## src/rtl/usb_tx_ctrl.sv

```systemverilog
// USB transmit control: SYNC, FIFO data bytes LSB first, EOP (SE0, SE0, J), then a one-cycle DONE.
// Define USB_BIT_STUFF_EN to insert a stuffed 0 after every six consecutive 1 bits.
module usb_tx_ctrl #(
  parameter int CLKS_PER_BIT = 8,
  parameter int MAX_BYTES    = 64
) (
  input  logic       clk,
  input  logic       n_rst,
  input  logic       tx_start,
  input  logic       fifo_empty,
  input  logic [7:0] fifo_rdata,
  output logic       fifo_read,
  output logic       tx_bit,
  output logic       tx_eop,
  output logic       tx_enable,
  output logic       bit_tick,
  output logic       tx_busy,
  output logic       tx_done,
  output logic       tx_error
);
  localparam int            TW       = $clog2(CLKS_PER_BIT);
  localparam logic [TW-1:0] LAST_CLK = TW'(CLKS_PER_BIT - 1);
  localparam logic [7:0]    MAX_CNT  = 8'(MAX_BYTES);

  typedef enum logic [2:0] {
    S_IDLE, S_SYNC, S_DATA, S_EOP_SE0, S_EOP_J, S_DONE
  } state_t;

  state_t        r_state, w_state_next;
  logic [TW-1:0] r_timer;
  logic [2:0]    r_bit_cnt;
  logic [7:0]    r_byte_cnt;
  logic [7:0]    r_shift;
  logic          r_overlong;

  logic w_active, w_serial, w_start;
  logic w_stuff_due, w_stuff_bit, w_advance, w_byte_end;

  assign w_active   = (r_state == S_SYNC) || (r_state == S_DATA) ||
                      (r_state == S_EOP_SE0) || (r_state == S_EOP_J);
  assign w_serial   = (r_state == S_SYNC) || (r_state == S_DATA);
  assign w_start    = (r_state == S_IDLE) && tx_start;
  assign bit_tick   = w_active && (r_timer == LAST_CLK);
  // A tick that starts a stuffed bit defers the bit advance to the end of that stuffed period.
  assign w_advance  = bit_tick && !w_stuff_due;
  assign w_byte_end = w_advance && w_serial && (r_bit_cnt == 3'd7);

`ifdef USB_BIT_STUFF_EN
  logic [2:0] r_ones;
  logic       r_stuff;

  assign w_stuff_bit = r_stuff;
  assign w_stuff_due = bit_tick && w_serial && !r_stuff && r_shift[0] && (r_ones == 3'd5);

  always_ff @(posedge clk or negedge n_rst) begin
    if (!n_rst) begin
      r_ones  <= '0;
      r_stuff <= 1'b0;
    end else if (r_state == S_IDLE || w_state_next == S_EOP_SE0) begin
      r_ones  <= '0;
      r_stuff <= 1'b0;
    end else if (bit_tick && w_serial) begin
      if (r_stuff) begin
        r_stuff <= 1'b0;
        r_ones  <= '0;
      end else if (w_stuff_due) begin
        r_stuff <= 1'b1;
      end else begin
        r_ones <= r_shift[0] ? r_ones + 3'd1 : 3'd0;
      end
    end
  end
`else
  assign w_stuff_bit = 1'b0;
  assign w_stuff_due = 1'b0;
`endif

  // NOTE: state is updated with non-blocking (<=) so every register samples pre-edge values.
  always_ff @(posedge clk or negedge n_rst) begin
    if (!n_rst) begin
      r_state    <= S_IDLE;
      r_timer    <= '0;
      r_bit_cnt  <= '0;
      r_byte_cnt <= '0;
      r_shift    <= '0;
      r_overlong <= 1'b0;
    end else begin
      r_state <= w_state_next;
      r_timer <= (!w_active || bit_tick) ? '0 : r_timer + TW'(1);
      if (r_state == S_IDLE) begin
        r_bit_cnt <= '0;
        if (w_start) begin
          r_shift    <= 8'h80;
          r_byte_cnt <= '0;
          r_overlong <= 1'b0;
        end
      end else begin
        if (w_advance)
          r_bit_cnt <= (w_byte_end || w_state_next != r_state) ? 3'd0 : r_bit_cnt + 3'd1;
        if (w_advance && w_serial)
          r_shift <= fifo_read ? fifo_rdata : {1'b0, r_shift[7:1]};
        if (fifo_read)
          r_byte_cnt <= r_byte_cnt + 8'd1;
        if (w_byte_end && !fifo_empty && r_byte_cnt >= MAX_CNT)
          r_overlong <= 1'b1;
      end
    end
  end

  // NOTE: every output and the next state get a default first so no path can infer a latch.
  always_comb begin
    w_state_next = r_state;
    fifo_read    = 1'b0;
    tx_bit       = 1'b1;
    tx_eop       = 1'b0;
    tx_enable    = 1'b0;
    tx_busy      = 1'b0;
    tx_done      = 1'b0;
    tx_error     = 1'b0;
    case (r_state)
      S_IDLE: if (w_start) w_state_next = S_SYNC;
      S_SYNC, S_DATA: begin
        tx_enable = 1'b1;
        tx_busy   = 1'b1;
        tx_bit    = r_shift[0] && !w_stuff_bit;
        if (w_byte_end) begin
          fifo_read    = !fifo_empty && (r_byte_cnt < MAX_CNT);
          w_state_next = fifo_read ? S_DATA : S_EOP_SE0;
        end
      end
      S_EOP_SE0: begin
        tx_enable = 1'b1;
        tx_busy   = 1'b1;
        tx_eop    = 1'b1;
        tx_bit    = 1'b0;
        if (w_advance && r_bit_cnt == 3'd1) w_state_next = S_EOP_J;
      end
      S_EOP_J: begin
        tx_enable = 1'b1;
        tx_busy   = 1'b1;
        if (w_advance) w_state_next = S_DONE;
      end
      S_DONE: begin
        tx_done      = 1'b1;
        tx_error     = (r_byte_cnt == 8'd0) || r_overlong;
        w_state_next = S_IDLE;
      end
      default: w_state_next = S_IDLE;
    endcase
  end
endmodule
```

## config.mk

```make
export PLATFORM = sky130hd
export DESIGN_NAME = usb_tx_ctrl
export DESIGN_NICKNAME = d
export VERILOG_FILES = /design/src/rtl/usb_tx_ctrl.sv
export SDC_FILE = /design/constraint.sdc
export NUM_CORES = 1
export LEC_CHECK = 0
export BUFFER_PORTS_ARGS = -buffer_cell sky130_fd_sc_hd__buf_2
export CAP_MARGIN = 15
export CORE_MARGIN = 1
export CORE_UTILIZATION = 50
export DETAILED_ROUTE_END_ITERATION = 16
export PLACE_DENSITY = 0.77
export SLEW_MARGIN = 20
export SYNTH_ARGS = -nofsm -noshare
export SYNTH_HDL_FRONTEND = slang
export SYNTH_SLANG_ARGS = --single-unit
```

## constraint.sdc

```tcl
create_clock -name clk -period 1.76 [get_ports clk]
set_clock_uncertainty 0.2 [all_clocks]
set_input_delay 0.176 -clock clk [delete_from_list [all_inputs] [get_ports clk]]
set_output_delay 0.176 -clock clk [all_outputs]
set_load 0.02 [all_outputs]
```

; Word level (Yosys, flattened, before mapping)
; Index checks and enable logic that the tools add are counted.
[classes]
add_sub_neg = 3
n_lt_le_gt_ge = 2
eq_ne = 10
mux = 27
n_reduce_logical = 27
[ops]
columns = operator, n
row1 = 2-to-1 mux 8 bit, 7
row2 = 2-to-1 mux 3 bit, 8
row3 = "== test 3 bit, second input constant", 4
row4 = one-hot mux 3 bit (4 select lines), 1
row5 = 2-to-1 mux 1 bit, 10
row6 = "adder 8 x 1 -> 8 bit, second input constant", 1
row7 = ">= comparator 8 x 7 -> 1 bit, second input constant", 1
row8 = logical AND 1 bit, 8
row9 = zero test 8 bit, 1
row10 = "less-than comparator 8 x 7 -> 1 bit, second input constant", 1
row11 = nonzero test 2 bit, 4
row12 = "adder 3 x 1 -> 3 bit, second input constant", 2
row13 = "== test 3 x 1 -> 1 bit, second input constant", 2
row14 = "== test 3 x 2 -> 1 bit, second input constant", 2
row15 = logical OR 1 bit, 6
row16 = AND reduction 2 bit, 3
row17 = OR reduction 4 bit, 1
row18 = zero test 3 bit, 1
row19 = != test 3 bit, 1
row20 = zero test 1 bit, 2
row21 = "!= test 2 bit, second input constant", 1
row22 = one-hot mux 1 bit (2 select lines), 1
row23 = OR reduction 2 bit, 1
[word_totals]
reg_bits = 26
input_bits = 12
output_inout_bits = 8
word_cells = 75

; Longest topological paths before layout
; Gate-level depths: netlist of the first run.
[depth]
ltp_word = 14
ltp_mapped = 8
ltp_nobuf = 7

; Least setup slack after synthesis of the first run
; Ideal clock, no wire load.
[synth_path]
kind = flip-flop to flip-flop
from = register r_bit_cnt[0]
to = register r_byte_cnt[5]
setup_time_ns = 0.120
arrival_ns = 1.499
required_time_ns = 1.440
slack_ns = -0.059
path_stages_with_launch = 8
path_buffers = 1
synth_period_minus_slack_ns = 1.819
cell_sequence = dfrtp_1 -> ha_1 -> ha_1 -> and4bb_1 -> nand3_2 -> buf_2 -> a21oi_1 -> a31o_1
[synth_between]
elab_chain_len = 6
[synth_lines]
columns = element, line
row1 = start: declaration, 31  ; logic [2:0] r_bit_cnt;
row2 = start signal: assignment, 99  ; r_bit_cnt <= (w_byte_end || w_state_next != r_state) ? 3'd0 : r_bit_cnt + 3'd1;
row3 = == test 3 bit, 46  ; assign w_byte_end = w_advance && w_serial && (r_bit_cnt == 3'd7);
row4 = logical AND 1 bit, 46
row5 = 2-to-1 mux 1 bit, 126  ; if (w_byte_end) begin
row6 = 2-to-1 mux 1 bit, 120  ; case (r_state)
row7 = nonzero test 2 bit (no source line), -
row8 = AND reduction 2 bit (no source line), -
row9 = end signal: assignment, 103  ; r_byte_cnt <= r_byte_cnt + 8'd1;
row10 = end: declaration, 32  ; logic [7:0] r_byte_cnt;
; Every way passes these cells.
; A chain may end at the register's enable or synchronous reset.

; Worst setup path after layout of the first run
[layout_path]
from = register r_bit_cnt[0]
to = register r_byte_cnt[4]
; Same word-level chain as after synthesis.

==> impl_table.tex, run 1 <==
\begin{tabular}{lr}
\hline
Metric & Value \\
\hline
\multicolumn{2}{l}{\textbf{Route}} \\
\quad First-pass iteration count of the detailed router & 4 \\
\quad DRC violations left & 0 \\
\quad Detail Route Antenna Nets & 0 \\
\quad Drt initial violations & 92 \\
\quad Routed length per instance & 18.7 um \\
\quad Total Wirelength & 4650 um \\
\quad Count of vias placed by the detailed router & 1480 \\
\quad Via count normalized by instance count & 5.94 \\
\multicolumn{2}{l}{\textbf{Setup path}} \\
\quad Max Fanout on Critical Path & 6 \\
\quad Kind of end point of the critical path & flip-flop \\
\quad Worst reg-to-reg path cell count & 7 \\
\quad Startpoint class of the critical path & flip-flop \\
\quad Delay of the slowest critical-path stage & 400 ps \\
\quad Required time reported for the critical path endpoint & 1830 ps \\
\quad Max stage delay cell, worst path & sky130\_fd\_sc\_hd\_\_dfrtp\_1 \\
\quad Kind of critical path & reg -> reg \\
\quad CP arrival & 2070 ps \\
\quad Cell breakdown of the critical path & ha\_2 -> ha\_4 -> and4bb\_2 -> nand3\_4 -> buf\_4 -> or3\_1 -> nand3\_1 \\
\multicolumn{2}{l}{\textbf{Cells and area}} \\
\quad Commonest non-fill, non-tap cell in the layout & sky130\_fd\_sc\_hd\_\_buf\_4 \\
\quad Area grow syn2layout & 55.6\% \\
\quad Fraction of final layout cells sized beyond drive strength 1 & 47.0\% \\
\quad Commonest non-fill, non-tap cells in the layout & sky130\_fd\_sc\_hd\_\_buf\_4, sky130\_fd\_sc\_hd\_\_dfrtp\_1, sky130\_fd\_sc\_hd\_\_buf\_6 \\
\quad Number of standard cells in the layout, taps in and fillers out & 249 \\
\quad Final design area excluding fillers & 2280 um\^{}2 \\
\quad Net count reported at finish & 237 \\
\multicolumn{2}{l}{\textbf{Synth}} \\
\quad Number of warnings issued by yosys & 0 \\
\quad Netlist Area Pre-Place & 1470 um\^{}2 \\
\quad Syn\_nets & 177 \\
\quad Share of synthesized area occupied by flip-flops and latches & 44.4\% \\
\quad Gate Count Post-Synth & 158 \\
\quad Register bit total from synthesis & 26 \\
\quad Mean Syn Cell Area & 9.27 um\^{}2 \\
\quad Netlist cell types & 37 \\
\multicolumn{2}{l}{\textbf{CTS}} \\
\quad TritonCTS Buffers & 3 \\
\quad Maximum number of buffers from clock root to sink & 2 \\
\quad Clock-pin slew of the registers on the worst-case setup and hold paths & 160 ps \\
\quad CTS Root Cell & sky130\_fd\_sc\_hd\_\_clkbuf\_4 \\
\quad Insertion delay to the later sink of the worst-skew pair & 330 ps \\
\quad Level count of the clock H-tree & 1 \\
\quad CTS tree & yes \\
\quad CTS Sinks & 26 \\
\multicolumn{2}{l}{\textbf{Worst hold path}} \\
\quad Worst hold path depth & 4 \\
\quad Hold/Removal Path Class & in -> reg \\
\multicolumn{2}{l}{\textbf{Global route}} \\
\quad Largest net degree at the start of global routing & 27 \\
\quad Wire length of the first global-routing pass & 6220 um \\
\quad Gr usage total & 25.4\% \\
\quad Initial antenna violation count & 1 \\
\quad Number of global-route vias before repair & 1448 \\
\quad Total congestion overflow & 0 \\
\multicolumn{2}{l}{\textbf{Placed design}} \\
\quad Total cell area at the placement stage & 1700 um\^{}2 \\
\quad HPWL reported at the end of detailed placement & 2320 um \\
\quad Placer congestion estimate & 0.784 \\
\quad Total instance count after detailed placement & 218 \\
\quad Number of buffers added on ports & 19 \\
\multicolumn{2}{l}{\textbf{Power and ir drop}} \\
\quad Int Pwr & 1.36 mW \\
\quad Switching part of the total & 32.1\% \\
\quad Power density over cell area & 879 nW/um\^{}2 \\
\quad IR Drop Worst-Case VDD & 0.842 mV \\
\quad Clock network fraction of total power & 21.2\% \\
\quad Power share of the combinational group & 37.9\% \\
\quad Post-route total power & 2.00 mW \\
\quad Part of the total power dissipated in sequential elements & 40.9\% \\
\quad Net switching power & 0.643 mW \\
\quad Static leakage & 1.05 nW \\
\multicolumn{2}{l}{\textbf{Die}} \\
\quad Row Count & 19 \\
\quad Die width & 56.1 um \\
\quad Core Region & 2760 um\^{}2 \\
\quad Effective utilization at floorplan & 53.1\% \\
\quad Ports & 20 \\
\quad Vertical die dimension & 56.1 um \\
\quad Overall die area & 3150 um\^{}2 \\
\multicolumn{2}{l}{\textbf{Timing}} \\
\quad Final count of hold timing violations & 0 \\
\quad Count of final setup violators & 25 \\
\quad Unrepaired setup endpoints after global routing & yes \\
\quad Total negative slack & -2880 ps \\
\quad Tcrit/Tclk final & 114\% \\
\quad Final min period & 2000 ps \\
\quad Worst hold slack after final layout & 78.9 ps \\
\quad Timing-limited maximum frequency & 501 MHz \\
\quad Max-slew headroom & 60.6\% \\
\quad Final setup slack of the worst path & -238 ps \\
\quad Worst slew pin tran & 591 ps \\
\quad Final Slew Violations & 0 \\
\multicolumn{2}{l}{\textbf{Status}} \\
\quad Run status & complete, but fails checks \\
\quad Violated checks & setup timing \\
\multicolumn{2}{l}{\textbf{Run}} \\
\quad MaxCap Viol Count & 0 \\
\hline
\end{tabular}
## cell type report
cell class | count | area (um^2)
timing repair buffer | 64 | 541
antenna | 1 | 2.50
tap | 31 | 38.8
inverter | 7 | 28.8
sequential | 26 | 656
clock inverter | 1 | 30.0
multi-input combinational | 116 | 961
fill | 149 | 478
clock buffer | 3 | 22.5
## stage by stage
| step | setup WS [ps] | util (%) |
|---|---|---|
| floorplan | -1.97 | - |
| global placement | -86.6 | 61.7 |
| detailed placement | -131 | 61.7 |
| CTS | -222 | 75.9 |
| global route | -283 | 82.7 |
| finish | -238 | 82.7 |
## layer usage
layer / share of wire [%] / vias to the layer above / track usage, %
li1: - / 675 / -
met1: 37 / 722 / 30.4
met2: 54 / 67 / 46.1
met3: 4.8 / 16 / 2.33
met4: 3.7 / 0 / 11.1
met5: 0 / - / 0
## flip-flops by register name, summed over array words and instances, names as in the netlist
name        flops
r_timer         3
r_state         3
r_byte_cnt      8
r_bit_cnt       3
r_shift         8
r_overlong      1
## synth_stat cells (all sizes together)
| cell | number | area [um^2] |
|---|---|---|
| maj3 | 1 | 10.0 |
| nor4 | 1 | 6.26 |
| or3 | 3 | 18.8 |
| nor2 | 5 | 23.8 |
| clkbuf | 3 | 11.3 |
| and4bb | 1 | 12.5 |
| xnor2 | 2 | 17.5 |
| nand3b | 3 | 22.5 |
| o211ai | 6 | 45.0 |
| nor2b | 6 | 37.5 |
| nand2b | 2 | 12.5 |
| a21oi | 2 | 10.0 |
| dfrtp | 26 | 651 |
| nand2 | 24 | 90.1 |
| clkinv | 1 | 3.75 |
| ha | 7 | 87.6 |
| xor2 | 1 | 16.3 |
| a31o | 1 | 8.76 |
| nor3 | 3 | 15.0 |
| nand3 | 16 | 85.1 |
| a32o | 1 | 10.0 |
| mux2 | 2 | 22.5 |
| a31oi | 3 | 18.8 |
| a22o | 2 | 17.5 |
| and2 | 5 | 31.3 |
| a22oi | 2 | 15.0 |
| o21a | 1 | 7.51 |
| inv | 6 | 22.5 |
| o41ai | 1 | 16.3 |
| o21ai | 14 | 70.1 |
| a2111o | 1 | 11.3 |
| buf | 6 | 37.5 |
## logic make-up after synthesis
kind of cell / Yosys count / share of synthesized area, %
AO/OA/AOI/OAI: 34 / 15.7
XOR/XNOR: 3 / 2.31
adder cells (fa/ha/maj): 8 / 6.66
buffers and inverters: 16 / 5.12
flip-flops: 26 / 44.4
multiplexers: 2 / 1.54
AND/OR/NAND/NOR: 69 / 24.3
## worst paths after layout
path,start,end,slack (ps)
worst min register to register,r_timer[0]$_DFF_PN0_,r_timer[0]$_DFF_PN0_,260
min in group asynchronous,n_rst,r_byte_cnt[1]$_DFFE_PN0P_,160
worst min-delay path,tx_start,r_state[0]$_DFF_PN0_,80
worst max-delay path,r_bit_cnt[0]$_DFFE_PN0P_,r_byte_cnt[4]$_DFFE_PN0P_,-240
max in group asynchronous,n_rst,r_state[0]$_DFF_PN0_,780
worst max register to register,r_bit_cnt[0]$_DFFE_PN0P_,r_byte_cnt[4]$_DFFE_PN0P_,-240
## repair_timing
item,in CTS,in global routing
setup buffers,11,8
pin swaps,9,12
gates resized for setup,43,36
hold endpoints to repair,34,0
setup endpoints to repair,27,26
hold buffers,9,0
## worst max-delay path, delay by kind of cell (launching register included)
kind	cells	cell delay, ps
simple gates	4	820
flops	1	400
fa+ha+maj	2	330
buf+inv	1	180
## power groups by stage
| stage | clock [mW] | combinational [mW] | sequential [mW] |
|---|---|---|---|
| 6_report | 0.425 | 0.759 | 0.821 |
| 5_1_grt | 0.444 | 0.832 | 0.830 |
| 4_1_cts | 0.414 | 0.657 | 0.807 |
| 3_5_place_dp | 0 | 0.517 | 0.814 |
| 3_3_place_gp | 0 | 0.490 | 0.805 |
| 2_1_floorplan | 0 | 0.333 | 0.799 |
No activity file was read; power rests on OpenSTA's default activity.
==> inputs of run 2 (changes only) <==
--- a/config.mk
+++ b/config.mk
@@ -7,10 +7,12 @@
 export LEC_CHECK = 0
 export BUFFER_PORTS_ARGS = -buffer_cell sky130_fd_sc_hd__buf_2
 export CAP_MARGIN = 15
+export CELL_PAD_IN_SITES_DETAIL_PLACEMENT = 0
+export CELL_PAD_IN_SITES_GLOBAL_PLACEMENT = 1
 export CORE_MARGIN = 1
-export CORE_UTILIZATION = 50
+export CORE_UTILIZATION = 39
 export DETAILED_ROUTE_END_ITERATION = 16
-export PLACE_DENSITY = 0.77
+export PLACE_DENSITY = 0.78
 export SLEW_MARGIN = 20
 export SYNTH_ARGS = -nofsm -noshare
 export SYNTH_HDL_FRONTEND = slang
==> run 2 against run 1 <==
  * The run still ends with setup timing left
  * Count of clock-buffer cells in the layout increased by 1
  * Worst hold slack improved by 16 ps
  * Global-route usage down 4.3 points
  * Total power is 0.20% lower
  * Utilization down 15 points
  * Highest routed layer unchanged
  * Sequential cell count did not move
  * Routed wire length decreased by 11%
  * First-iteration DRC count rose by 2.2%
  * Critical endpoint is now fifo_read
  * Combinational power increased by 2%
  * Register-to-register slack improved by 60 ps
  * Non-clock buffer count up 3
==> impl_table.tex, run 2 (same netlist as run 1, synthesis figures left out) <==
\begin{tabular}{lr}
\hline
Metric & Value \\
\hline
\multicolumn{2}{l}{\textbf{Global route}} \\
\quad Wire length of the first global-routing pass & 6670 um \\
\quad Gr usage total & 21.2\% \\
\quad Number of global-route vias before repair & 1458 \\
\quad Total congestion overflow & 0 \\
\quad Initial antenna violation count & 0 \\
\quad Largest net degree at the start of global routing & 27 \\
\multicolumn{2}{l}{\textbf{Run}} \\
\quad MaxCap Viol Count & 0 \\
\multicolumn{2}{l}{\textbf{Route}} \\
\quad First-pass iteration count of the detailed router & 4 \\
\quad Total Wirelength & 4120 um \\
\quad DRC violations left & 0 \\
\quad Drt initial violations & 94 \\
\quad Detail Route Antenna Nets & 0 \\
\quad Routed length per instance & 15.5 um \\
\quad Via count normalized by instance count & 5.30 \\
\quad Count of vias placed by the detailed router & 1411 \\
\multicolumn{2}{l}{\textbf{CTS}} \\
\quad CTS tree & yes \\
\quad Level count of the clock H-tree & 1 \\
\quad Insertion delay to the later sink of the worst-skew pair & 270 ps \\
\quad TritonCTS Buffers & 3 \\
\quad Maximum number of buffers from clock root to sink & 2 \\
\quad CTS Root Cell & sky130\_fd\_sc\_hd\_\_clkbuf\_8 \\
\quad CTS Sinks & 26 \\
\quad Clock-pin slew of the registers on the worst-case setup and hold paths & 100 ps \\
\multicolumn{2}{l}{\textbf{Cells and area}} \\
\quad Largest registers & r\_byte\_cnt x8, r\_shift x8 \\
\quad Post-layout utilization of the core & 68.1\% \\
\quad Filler Cell Count & 268 \\
\quad Fraction of final layout cells sized beyond drive strength 1 & 49.1\% \\
\quad Commonest non-fill, non-tap cells in the layout & sky130\_fd\_sc\_hd\_\_buf\_4, sky130\_fd\_sc\_hd\_\_dfrtp\_1, sky130\_fd\_sc\_hd\_\_buf\_6 \\
\quad Area grow syn2layout & 61.3\% \\
\quad Net count reported at finish & 240 \\
\quad Commonest non-fill, non-tap cell in the layout & sky130\_fd\_sc\_hd\_\_buf\_4 \\
\quad Number of antenna diodes & 0 \\
\multicolumn{2}{l}{\textbf{Setup path}} \\
\quad Source of the worst register-to-register timing path & r\_timer[0]\$\_DFF\_PN0\_ \\
\quad Startpoint class of the critical path & flip-flop \\
\quad Setup crit start & r\_timer[0]\$\_DFF\_PN0\_ \\
\quad Register-to-register setup slack & -180 ps \\
\quad Kind of critical path & reg -> out \\
\quad CP arrival & 1580 ps \\
\quad Kind of end point of the critical path & output port \\
\quad Required time reported for the critical path endpoint & 1380 ps \\
\quad Max Fanout on Critical Path & 3 \\
\multicolumn{2}{l}{\textbf{Timing}} \\
\quad Max-slew headroom & 60.8\% \\
\quad Worst slew pin tran & 588 ps \\
\quad Final Slew Violations & 0 \\
\quad Final count of hold timing violations & 0 \\
\quad Timing-limited maximum frequency & 512 MHz \\
\quad Tcrit/Tclk final & 111\% \\
\quad Final setup slack of the worst path & -192 ps \\
\quad Worst hold slack after final layout & 95.0 ps \\
\quad Unrepaired setup endpoints after global routing & yes \\
\quad Final min period & 1950 ps \\
\quad Total negative slack & -2800 ps \\
\quad Count of final setup violators & 23 \\
\multicolumn{2}{l}{\textbf{Status}} \\
\quad Run status & complete, but fails checks \\
\quad Violated checks & setup timing \\
\multicolumn{2}{l}{\textbf{Power and ir drop}} \\
\quad Static leakage & 1.07 nW \\
\quad Power density over cell area & 846 nW/um\^{}2 \\
\quad IR Drop Worst-Case VDD & 0.506 mV \\
\quad Post-route total power & 2.00 mW \\
\multicolumn{2}{l}{\textbf{Die}} \\
\quad Core Region & 3470 um\^{}2 \\
\quad Effective utilization at floorplan & 42.2\% \\
\quad Row Count & 21 \\
\quad Die width & 63.3 um \\
\quad Vertical die dimension & 63.3 um \\
\quad Overall die area & 4010 um\^{}2 \\
\quad Ports & 20 \\
\multicolumn{2}{l}{\textbf{Placed design}} \\
\quad Number of buffers added on ports & 19 \\
\quad Placer congestion estimate & 0.749 \\
\quad HPWL reported at the end of detailed placement & 2300 um \\
\multicolumn{2}{l}{\textbf{Worst hold path}} \\
\quad Hold/Removal Path Class & in -> reg \\
\quad Origin of the worst min-delay path & tx\_start \\
\hline
\end{tabular}
==> run 2: worst paths after layout <==
check                                       endpoint  cells past startpoint
min                             r_state[0]$_DFF_PN0_                      4
max in group asynchronous  r_byte_cnt[4]$_DFFE_PN0P_                      2
max reg2reg                r_byte_cnt[5]$_DFFE_PN0P_                      8
min in group asynchronous       r_timer[1]$_DFF_PN0_                      2
max                                        fifo_read                      6
min reg2reg                     r_timer[0]$_DFF_PN0_                      1
==> run 2: layout make-up <==
cell class              count  area, um^2  area share (%)
multi-input cells         116         961            40.7
flip-flops and latches     26         654            27.7
repair buffers             67         607            25.7
well taps                  46        57.6            2.44
clock buffers               4        55.1            2.33
inverters                   7        28.8            1.22
==> run 2: worst max-delay path, stage by stage, from the launching register on <==
cell and delay, ps:
sky130_fd_sc_hd__dfrtp_1 430, sky130_fd_sc_hd__ha_4 180, sky130_fd_sc_hd__ha_4 160, sky130_fd_sc_hd__and4bb_2 260, sky130_fd_sc_hd__nand3_4 110, sky130_fd_sc_hd__inv_4 40
sky130_fd_sc_hd__buf_6 120
==> run 2: power by group <==
part / internal (mW) / switching [mW]
clock: 0.200 / 0.200
sequential: 0.732 / 0.0976
combinational: 0.428 / 0.343
==> run 2: through the flow <==
stage,worst slack [ps],area (um^2),std cells
floorplan,-1.97,1480,158
global placement,-82.0,1740,232
CTS,-194,2180,260
detailed placement,-148,1740,232
finish,-192,2360,266
global route,-266,2360,266
==> run 2: timing repair <==
| item | CTS | global route |
|---|---|---|
| gates cloned | 0 | 1 |
| setup buffers | 16 | 5 |
| endpoints found under the setup margin | 26 | 26 |
| resized for setup | 45 | 29 |
| hold buffers | 9 | 0 |
| hold endpoints to repair | 34 | 0 |
| pin swaps | 15 | 28 |
==> run 2: per-layer routing <==
metal,vias up,GRT usage (%),share of wire [%]
li1,680,-,-
met1,693,26.7,42
met2,30,36.3,54
met3,8,2.36,2.4
met4,0,9.38,1.4
met5,-,0,0
